## src/rtl/rggen_bus_access_sequencer_if.sv

```systemverilog
// Bundle of host-request, host-response and register-broadcast signals
// around rggen_bus_access_sequencer. The sequencer uses the slave modport;
// the host bridge plus register block side uses the master modport.
interface rggen_bus_access_sequencer_if #(
  parameter int ADDRESS_WIDTH = 8,
  parameter int BUS_WIDTH     = 32,
  parameter int REGISTERS     = 1
);
  // host request
  logic                            i_bus_valid;
  logic [1:0]                      i_bus_access;
  logic [ADDRESS_WIDTH-1:0]        i_bus_address;
  logic [BUS_WIDTH-1:0]            i_bus_write_data;
  logic [BUS_WIDTH/8-1:0]          i_bus_strobe;
  // host response
  logic                            o_bus_ready;
  logic [1:0]                      o_bus_status;
  logic [BUS_WIDTH-1:0]            o_bus_read_data;
  // broadcast request to the registers
  logic                            o_reg_valid;
  logic [1:0]                      o_reg_access;
  logic [ADDRESS_WIDTH-1:0]        o_reg_address;
  logic [BUS_WIDTH-1:0]            o_reg_write_data;
  logic [BUS_WIDTH/8-1:0]          o_reg_strobe;
  // per-register responses
  logic [REGISTERS-1:0]            i_reg_active;
  logic [REGISTERS-1:0]            i_reg_ready;
  logic [2*REGISTERS-1:0]          i_reg_status;
  logic [BUS_WIDTH*REGISTERS-1:0]  i_reg_read_data;

  modport slave (
    input  i_bus_valid, i_bus_access, i_bus_address, i_bus_write_data, i_bus_strobe,
    output o_bus_ready, o_bus_status, o_bus_read_data,
    output o_reg_valid, o_reg_access, o_reg_address, o_reg_write_data, o_reg_strobe,
    input  i_reg_active, i_reg_ready, i_reg_status, i_reg_read_data
  );

  modport master (
    output i_bus_valid, i_bus_access, i_bus_address, i_bus_write_data, i_bus_strobe,
    input  o_bus_ready, o_bus_status, o_bus_read_data,
    input  o_reg_valid, o_reg_access, o_reg_address, o_reg_write_data, o_reg_strobe,
    output i_reg_active, i_reg_ready, i_reg_status, i_reg_read_data
  );
endinterface

```

## src/rtl/rggen_bus_access_sequencer.sv

```systemverilog
// Registers one host request, broadcasts it to the registers of a block,
// and returns exactly one response per request (hit, decode error, or
// optional timeout).
// Optional feature macro: RGGEN_ACCESS_TIMEOUT_EN -- when defined, a BUSY
// access that no register completes within TIMEOUT_CYCLES ends in
// SLAVE_ERROR; when undefined, BUSY waits indefinitely.
module rggen_bus_access_sequencer #(
  parameter int                       ADDRESS_WIDTH  = 8,
  parameter logic [ADDRESS_WIDTH-1:0] BASE_ADDRESS   = '0,
  parameter int                       BYTE_SIZE      = 256,
  parameter int                       BUS_WIDTH      = 32,
  parameter int                       REGISTERS      = 1,
  parameter bit                       ERROR_STATUS   = 1'b1,
  parameter int                       TIMEOUT_CYCLES = 255
) (
  input logic                         i_clk,
  input logic                         i_rst_n,
  rggen_bus_access_sequencer_if.slave bus_if
);
  localparam logic [1:0] RGGEN_OKAY            = 2'b00;
  localparam logic [1:0] RGGEN_SLAVE_ERROR     = 2'b10;
  localparam int         RGGEN_ACCESS_DATA_BIT = 1;
  localparam int         STROBE_WIDTH          = BUS_WIDTH / 8;
  // one extra bit so a window ending exactly at 2**ADDRESS_WIDTH does not wrap
  localparam int                     WIN_WIDTH = ADDRESS_WIDTH + 1;
  localparam logic [WIN_WIDTH-1:0]   WIN_LO    = {1'b0, BASE_ADDRESS};
  localparam logic [WIN_WIDTH-1:0]   WIN_HI    = WIN_LO + WIN_WIDTH'(BYTE_SIZE);
  localparam logic [1:0]             UNMAPPED_STATUS = ERROR_STATUS ? RGGEN_SLAVE_ERROR : RGGEN_OKAY;

  typedef enum logic [1:0] {
    IDLE,
    BUSY,
    RESPOND
  } state_e;

  state_e                   state_q, state_d;
  logic [1:0]               access_q, access_d;
  logic [ADDRESS_WIDTH-1:0] address_q, address_d;
  logic [BUS_WIDTH-1:0]     write_data_q, write_data_d;
  logic [STROBE_WIDTH-1:0]  strobe_q, strobe_d;
  logic [1:0]               status_q, status_d;
  logic [BUS_WIDTH-1:0]     read_data_q, read_data_d;

  logic                     in_window;
  logic [REGISTERS-1:0]     hit;
  logic [1:0]               hit_status;
  logic [BUS_WIDTH-1:0]     hit_data;
  logic                     is_write;

  assign in_window = ({1'b0, bus_if.i_bus_address} >= WIN_LO) &&
                     ({1'b0, bus_if.i_bus_address} <  WIN_HI);
  assign hit       = bus_if.i_reg_active & bus_if.i_reg_ready;
  assign is_write  = access_q[RGGEN_ACCESS_DATA_BIT];

  // AND-OR mux over the completing registers; multiple hits simply OR together
  always_comb begin
    hit_status = '0;
    hit_data   = '0;
    for (int i = 0; i < REGISTERS; i++) begin
      hit_status = hit_status | ({2{hit[i]}} & bus_if.i_reg_status[2*i+:2]);
      hit_data   = hit_data   | ({BUS_WIDTH{hit[i]}} & bus_if.i_reg_read_data[BUS_WIDTH*i+:BUS_WIDTH]);
    end
  end

`ifdef RGGEN_ACCESS_TIMEOUT_EN
  localparam int TIMER_WIDTH = $clog2(TIMEOUT_CYCLES + 1);
  logic [TIMER_WIDTH-1:0] timer_q, timer_d;
  logic                   timed_out;
  assign timed_out = (timer_q == TIMER_WIDTH'(TIMEOUT_CYCLES));

  // BUSY-cycle counter, cleared whenever the FSM is outside BUSY
  always_ff @(posedge i_clk) begin
    if (!i_rst_n) begin
      timer_q <= '0;
    end else begin
      timer_q <= timer_d;
    end
  end
`endif

  // next-state, request latch and response capture
  always_comb begin
    state_d      = state_q;
    access_d     = access_q;
    address_d    = address_q;
    write_data_d = write_data_q;
    strobe_d     = strobe_q;
    status_d     = status_q;
    read_data_d  = read_data_q;
`ifdef RGGEN_ACCESS_TIMEOUT_EN
    timer_d      = '0;
`endif
    case (state_q)
      IDLE: begin
        if (bus_if.i_bus_valid) begin
          access_d     = bus_if.i_bus_access;
          address_d    = bus_if.i_bus_address;
          write_data_d = bus_if.i_bus_write_data;
          strobe_d     = bus_if.i_bus_strobe;
          if (in_window) begin
            state_d = BUSY;
          end else begin
            // outside the block: answer directly without bothering the registers
            state_d     = RESPOND;
            status_d    = UNMAPPED_STATUS;
            read_data_d = '0;
          end
        end
      end
      BUSY: begin
`ifdef RGGEN_ACCESS_TIMEOUT_EN
        timer_d = timer_q + 1'b1;
`endif
        if (|hit) begin
          state_d     = RESPOND;
          status_d    = hit_status;
          read_data_d = is_write ? '0 : hit_data;
        end else if (bus_if.i_reg_active == '0) begin
          state_d     = RESPOND;
          status_d    = UNMAPPED_STATUS;
          read_data_d = '0;
        end
`ifdef RGGEN_ACCESS_TIMEOUT_EN
        else if (timed_out) begin
          state_d     = RESPOND;
          status_d    = RGGEN_SLAVE_ERROR;
          read_data_d = '0;
        end
`endif
      end
      RESPOND: begin
        state_d = IDLE;
      end
      default: begin
        state_d = IDLE;
      end
    endcase
  end

  // state and datapath registers
  always_ff @(posedge i_clk) begin
    if (!i_rst_n) begin
      state_q      <= IDLE;
      access_q     <= '0;
      address_q    <= '0;
      write_data_q <= '0;
      strobe_q     <= '0;
      status_q     <= RGGEN_OKAY;
      read_data_q  <= '0;
    end else begin
      state_q      <= state_d;
      access_q     <= access_d;
      address_q    <= address_d;
      write_data_q <= write_data_d;
      strobe_q     <= strobe_d;
      status_q     <= status_d;
      read_data_q  <= read_data_d;
    end
  end

  assign bus_if.o_bus_ready      = (state_q == RESPOND);
  assign bus_if.o_bus_status     = status_q;
  assign bus_if.o_bus_read_data  = read_data_q;
  assign bus_if.o_reg_valid      = (state_q == BUSY);
  assign bus_if.o_reg_access     = access_q;
  assign bus_if.o_reg_address    = address_q;
  assign bus_if.o_reg_write_data = write_data_q;
  assign bus_if.o_reg_strobe     = strobe_q;
endmodule

```

## src/flat_wrapper.sv

```systemverilog
// flat-port wrapper written by rule: the top's interface ports become plain ports
module rggen_bus_access_sequencer_flat 
#(
  parameter int                       ADDRESS_WIDTH  = 8,
  parameter logic [ADDRESS_WIDTH-1:0] BASE_ADDRESS   = '0,
  parameter int                       BYTE_SIZE      = 256,
  parameter int                       BUS_WIDTH      = 32,
  parameter int                       REGISTERS      = 1,
  parameter bit                       ERROR_STATUS   = 1'b1,
  parameter int                       TIMEOUT_CYCLES = 255
)
  (i_clk, i_rst_n, bus_if_i_bus_valid, bus_if_i_bus_access, bus_if_i_bus_address, bus_if_i_bus_write_data, bus_if_i_bus_strobe, bus_if_o_bus_ready, bus_if_o_bus_status, bus_if_o_bus_read_data, bus_if_o_reg_valid, bus_if_o_reg_access, bus_if_o_reg_address, bus_if_o_reg_write_data, bus_if_o_reg_strobe, bus_if_i_reg_active, bus_if_i_reg_ready, bus_if_i_reg_status, bus_if_i_reg_read_data);
  rggen_bus_access_sequencer_if #(.ADDRESS_WIDTH(ADDRESS_WIDTH), .BUS_WIDTH(BUS_WIDTH), .REGISTERS(REGISTERS)) bus_if_i ();
  input logic i_clk;
  input logic i_rst_n;
  input wire logic [$bits(bus_if_i.i_bus_valid)-1:0] bus_if_i_bus_valid;
  input wire logic [$bits(bus_if_i.i_bus_access)-1:0] bus_if_i_bus_access;
  input wire logic [$bits(bus_if_i.i_bus_address)-1:0] bus_if_i_bus_address;
  input wire logic [$bits(bus_if_i.i_bus_write_data)-1:0] bus_if_i_bus_write_data;
  input wire logic [$bits(bus_if_i.i_bus_strobe)-1:0] bus_if_i_bus_strobe;
  output wire logic [$bits(bus_if_i.o_bus_ready)-1:0] bus_if_o_bus_ready;
  output wire logic [$bits(bus_if_i.o_bus_status)-1:0] bus_if_o_bus_status;
  output wire logic [$bits(bus_if_i.o_bus_read_data)-1:0] bus_if_o_bus_read_data;
  output wire logic [$bits(bus_if_i.o_reg_valid)-1:0] bus_if_o_reg_valid;
  output wire logic [$bits(bus_if_i.o_reg_access)-1:0] bus_if_o_reg_access;
  output wire logic [$bits(bus_if_i.o_reg_address)-1:0] bus_if_o_reg_address;
  output wire logic [$bits(bus_if_i.o_reg_write_data)-1:0] bus_if_o_reg_write_data;
  output wire logic [$bits(bus_if_i.o_reg_strobe)-1:0] bus_if_o_reg_strobe;
  input wire logic [$bits(bus_if_i.i_reg_active)-1:0] bus_if_i_reg_active;
  input wire logic [$bits(bus_if_i.i_reg_ready)-1:0] bus_if_i_reg_ready;
  input wire logic [$bits(bus_if_i.i_reg_status)-1:0] bus_if_i_reg_status;
  input wire logic [$bits(bus_if_i.i_reg_read_data)-1:0] bus_if_i_reg_read_data;
  assign bus_if_i.i_bus_valid = bus_if_i_bus_valid;
  assign bus_if_i.i_bus_access = bus_if_i_bus_access;
  assign bus_if_i.i_bus_address = bus_if_i_bus_address;
  assign bus_if_i.i_bus_write_data = bus_if_i_bus_write_data;
  assign bus_if_i.i_bus_strobe = bus_if_i_bus_strobe;
  assign bus_if_o_bus_ready = bus_if_i.o_bus_ready;
  assign bus_if_o_bus_status = bus_if_i.o_bus_status;
  assign bus_if_o_bus_read_data = bus_if_i.o_bus_read_data;
  assign bus_if_o_reg_valid = bus_if_i.o_reg_valid;
  assign bus_if_o_reg_access = bus_if_i.o_reg_access;
  assign bus_if_o_reg_address = bus_if_i.o_reg_address;
  assign bus_if_o_reg_write_data = bus_if_i.o_reg_write_data;
  assign bus_if_o_reg_strobe = bus_if_i.o_reg_strobe;
  assign bus_if_i.i_reg_active = bus_if_i_reg_active;
  assign bus_if_i.i_reg_ready = bus_if_i_reg_ready;
  assign bus_if_i.i_reg_status = bus_if_i_reg_status;
  assign bus_if_i.i_reg_read_data = bus_if_i_reg_read_data;
  rggen_bus_access_sequencer #(.ADDRESS_WIDTH(ADDRESS_WIDTH), .BASE_ADDRESS(BASE_ADDRESS), .BYTE_SIZE(BYTE_SIZE), .BUS_WIDTH(BUS_WIDTH), .REGISTERS(REGISTERS), .ERROR_STATUS(ERROR_STATUS), .TIMEOUT_CYCLES(TIMEOUT_CYCLES)) u_core (.i_clk(i_clk), .i_rst_n(i_rst_n), .bus_if(bus_if_i));
endmodule
```

## config.mk

```make
export PLATFORM = sky130hd
export DESIGN_NAME = rggen_bus_access_sequencer_flat
export DESIGN_NICKNAME = d
export VERILOG_FILES = /design/src/rtl/rggen_bus_access_sequencer_if.sv /design/src/rtl/rggen_bus_access_sequencer.sv /design/src/flat_wrapper.sv
export SDC_FILE = /design/constraint.sdc
export NUM_CORES = 1
export LEC_CHECK = 0
export CAP_MARGIN = 20
export CORE_UTILIZATION = 41
export CTS_BUF_LIST = sky130_fd_sc_hd__clkbuf_8
export DETAILED_ROUTE_END_ITERATION = 10
export HOLD_SLACK_MARGIN = 0.03
export PLACE_DENSITY = 0.83
export SYNTH_ARGS = -nofsm -noshare
export SYNTH_HDL_FRONTEND = slang
export SYNTH_SLANG_ARGS = --single-unit
```

## constraint.sdc

```tcl
create_clock -name i_clk -period 1.85 [get_ports i_clk]
set_clock_uncertainty 0.1 [all_clocks]
set_input_delay 0.2775 -clock i_clk [delete_from_list [all_inputs] [get_ports i_clk]]
set_output_delay 0.2775 -clock i_clk [all_outputs]
set_load 0.03 [all_outputs]
```

==> summary.md <==
| Metric | Value |
|---|---|
| CP max stage delay | 0.69 ns |
| Clock latency on the worst-skew pair | 0.33 ns |
| Leakage | 1.893 nW |
| Post-synthesis adder-cell area fraction | 0% |
| Worst Hold Margin | 0.3452 ns |
| DR pass1 iterations | 4 |
| Final min period | 1.753 ns |
| Post-Synth Simple-Gate Area | 19.16% |
| Crit Path Class | flip-flop to output port |
| Worst slew margin | 76.98% |
| Cells after synthesis | 370 |
| Synth Area in Compound Gates | 23.76% |
| Starting Density | 42.18% |
| Actual slew at the worst max-slew pin | 0.3442 ns |
| Root Buffer | clkbuf_8 |
| WP buf/inv | 1 |
| Fillcell total | 622 |
| Post-DP HPWL | 6266 microns |
| Req. time, crit path | 1.47 ns |
| Worst setup SP type | flip-flop |
| Average wire per standard cell | 14.45 microns |
| GRT Total Usage | 21.92% |
| Total clock buffers created by CTS | 9 |
| Antenna viol nets, final | 0 |
| Global-route wire length before repair | 14,750 microns |
| Worst vdd ir | 0.5062 mV |
| Post-synthesis xor/xnor area fraction | 0% |
| Seq/Total Area, Yosys | 50.36% |
| Outcome | finished clean |
| Nets | 608 |
| Clk buf depth | 2 |
| Most area-consuming cells after synthesis | dfxtp_1 (50%), a21boi_1 (14%), nand2_1 (11%), nand4_1 (6.3%), o21ai_0 (5.2%) |
| Die area | 8310 sq um |
| HP Class | input port to flip-flop |
| Seq. cell area | 1642 sq um |
| Max-Cap Viols | 0 |
| Setup Buffers After CTS | 0 |
| Total gr overflow | 0 |
| Diode count | 0 |
| Area occupied by multi-input gates | 1404 sq um |
| Worst-path fanout max | 2 |
| Mapped cell area | 3259 sq um |
| Mux contribution to synthesized area | 0% |
| WL final | 9102 microns |
| P&R area growth vs syn | 59.58% |
| RSZ-0062 raised after global routing | false |
| CP delay by family, top | buffers and inverters |
| # port buffers | 166 |
| F_max | 0.5706 GHz |
| Die Width | 91.16 microns |
| Number of global-route vias before repair | 3,194 |
| Core area | 7727 sq um |
| Critical Path Sink Type | output port |
| Final Cycle Share | 94.74% |
| DR DRC count | 0 |
| Slowest CP cell | clkdlybuf4s50_1 |
| I/O pins | 167 |
| # rows | 32 |
| Setup tns final | 0 ns |
| Power Density | 787.2 nW/um^2 |
| Final hold viol count | 0 |
| FF+latch count, synth | 82 |
| Yosys top cell area share | 50.36% |
| Max Transition Viols Final | 0 |
| Hold_buf cts | 0 |
| Crit path cell chain | clkdlybuf4s50_1 |
| Critical Path AT | 1.38 ns |
| Placer congestion estimate | 0.7239 |
| Die Height | 91.16 microns |
| Vias | 3,215 |
| Synth unique cells | 23 |
| Largest family of logic cells by synthesized area | compound AO/OA/AOI/OAI gates |
| Mean Syn Cell Area | 8.809 sq um |
| Initial antenna violation count | 0 |
| CTS tree | built |
| Vias/cell | 5.103 |
| Reg clk slew, reported paths | 0.08 ns |
| Layout cells sized above 1 | 6.250% |
| Largest area contributor in the netlist | dfxtp_1 |
| Yosys warning total | 0 |
| Clock tree sinks | 82 |
| Initial DRC count | 85 |
| Most frequent cells in the layout | clkdlybuf4s50_1 (162), nand2_1 (92), dfxtp_1 (82) |
| H-tree depth | 3 |
| Largest net degree at the start of global routing | 83 |
| Final setup viols | 0 |
| Most common cell after layout, fill and taps aside | clkdlybuf4s50_1 |
| Syn nets | 455 |
## cell usage after synthesis
cell,instances
nor2b_1,1
clkbuf_1,12
a21boi_1,61
o21ai_0,34
nand2_1,92
nand4_1,33
and2_1,1
and2b_1,1
and3b_1,1
dfxtp_1,82
nor3b_1,1
nor2_1,1
buf_6,4
clkbuf_2,3
and3_1,1
or3b_1,1
inv_4,1
nand3_1,1
buf_2,11
buf_4,7
nand2b_1,2
o221a_2,1
a21boi_0,18
## per-layer routing
| layer | up-vias | part of all wire (%) | routed length (microns) | global-route usage [%] |
|---|---|---|---|---|
| met5 | - | 0 | 0 | 0 |
| met3 | 10 | 6.9 | 628 | 6.868 |
| met2 | 117 | 50 | 4571 | 38.26 |
| met1 | 1514 | 42 | 3783 | 25.52 |
| met4 | 0 | 1.3 | 119 | 6.878 |
| li1 | 1574 | - | - | - |
## cells by family (layout without fill, tap and decap cells)
family | after synthesis | in the layout
and+or+nand+nor | 136 | 136
AOI/OAI and AO/OA | 114 | 114
DFF | 82 | 82
buffers and inverters | 38 | 196
## final timing paths
| kind | startpoint | endpoint | slack [ns] | cells past startpoint |
|---|---|---|---|---|
| hold / removal | i_rst_n | u_core.bus_if.o_reg_write_data[22] | 0.35 | 3 |
| hold reg to reg | u_core.bus_if.o_reg_write_data[28] | u_core.bus_if.o_reg_write_data[28] | 0.36 | 2 |
| setup / recovery | u_core.bus_if.o_bus_read_data[18] | bus_if_o_bus_read_data[18] | 0.1 | 1 |
| setup reg to reg | u_core.state_q[1] | u_core.bus_if.o_bus_status[1] | 0.45 | 4 |
## cell type report
type	count	share of cell area, %
sequential	82	31.56
multi-input combinational	250	26.99
clock buffer	10	2.646
tap	102	2.454
inverter	1	0.1203
clock inverter	6	1.564
timing repair buffer	179	34.66
## state kept, by name, summed over array words and instances, names as in the netlist
register,flops
u_core.bus_if.o_reg_strobe,4
u_core.bus_if.o_bus_status,2
u_core.bus_if.o_reg_access,2
u_core.state_q,2
u_core.bus_if.o_reg_write_data,32
u_core.bus_if.o_reg_address,8
u_core.bus_if.o_bus_read_data,32
## per-stage QoR
stage	instance area (sq um)	instances	util [%]	total power [mW]	setup WS (ns)
6_report	5201	630	67.31	4.094	0.09730
5_1_grt	5201	630	67.31	4.281	0.03553
4_1_cts	5199	630	67.28	4.139	0.04545
3_5_place_dp	4981	614	64.46	2.729	0.07640
3_3_place_gp	4981	614	64.46	2.713	0.1435
2_1_floorplan	3259	370	-	2.332	0.5035
## report_power, final
| group | internal (mW) | leakage, nW | total (mW) | switching, mW |
|---|---|---|---|---|
| logic | 0.392 | 1.11 | 0.800 | 0.408 |
| registers | 1.84 | 0.669 | 1.88 | 0.0409 |
| clock network | 0.788 | 0.113 | 1.41 | 0.623 |
| total | 3.02 | 1.89 | 4.09 | 1.07 |
## repair_timing
action                                  CTS  global route
pin swaps                                 0             0
endpoints found under the setup margin    1             1
gates resized for setup                   1             1
(Power assumes the default switching activity.)
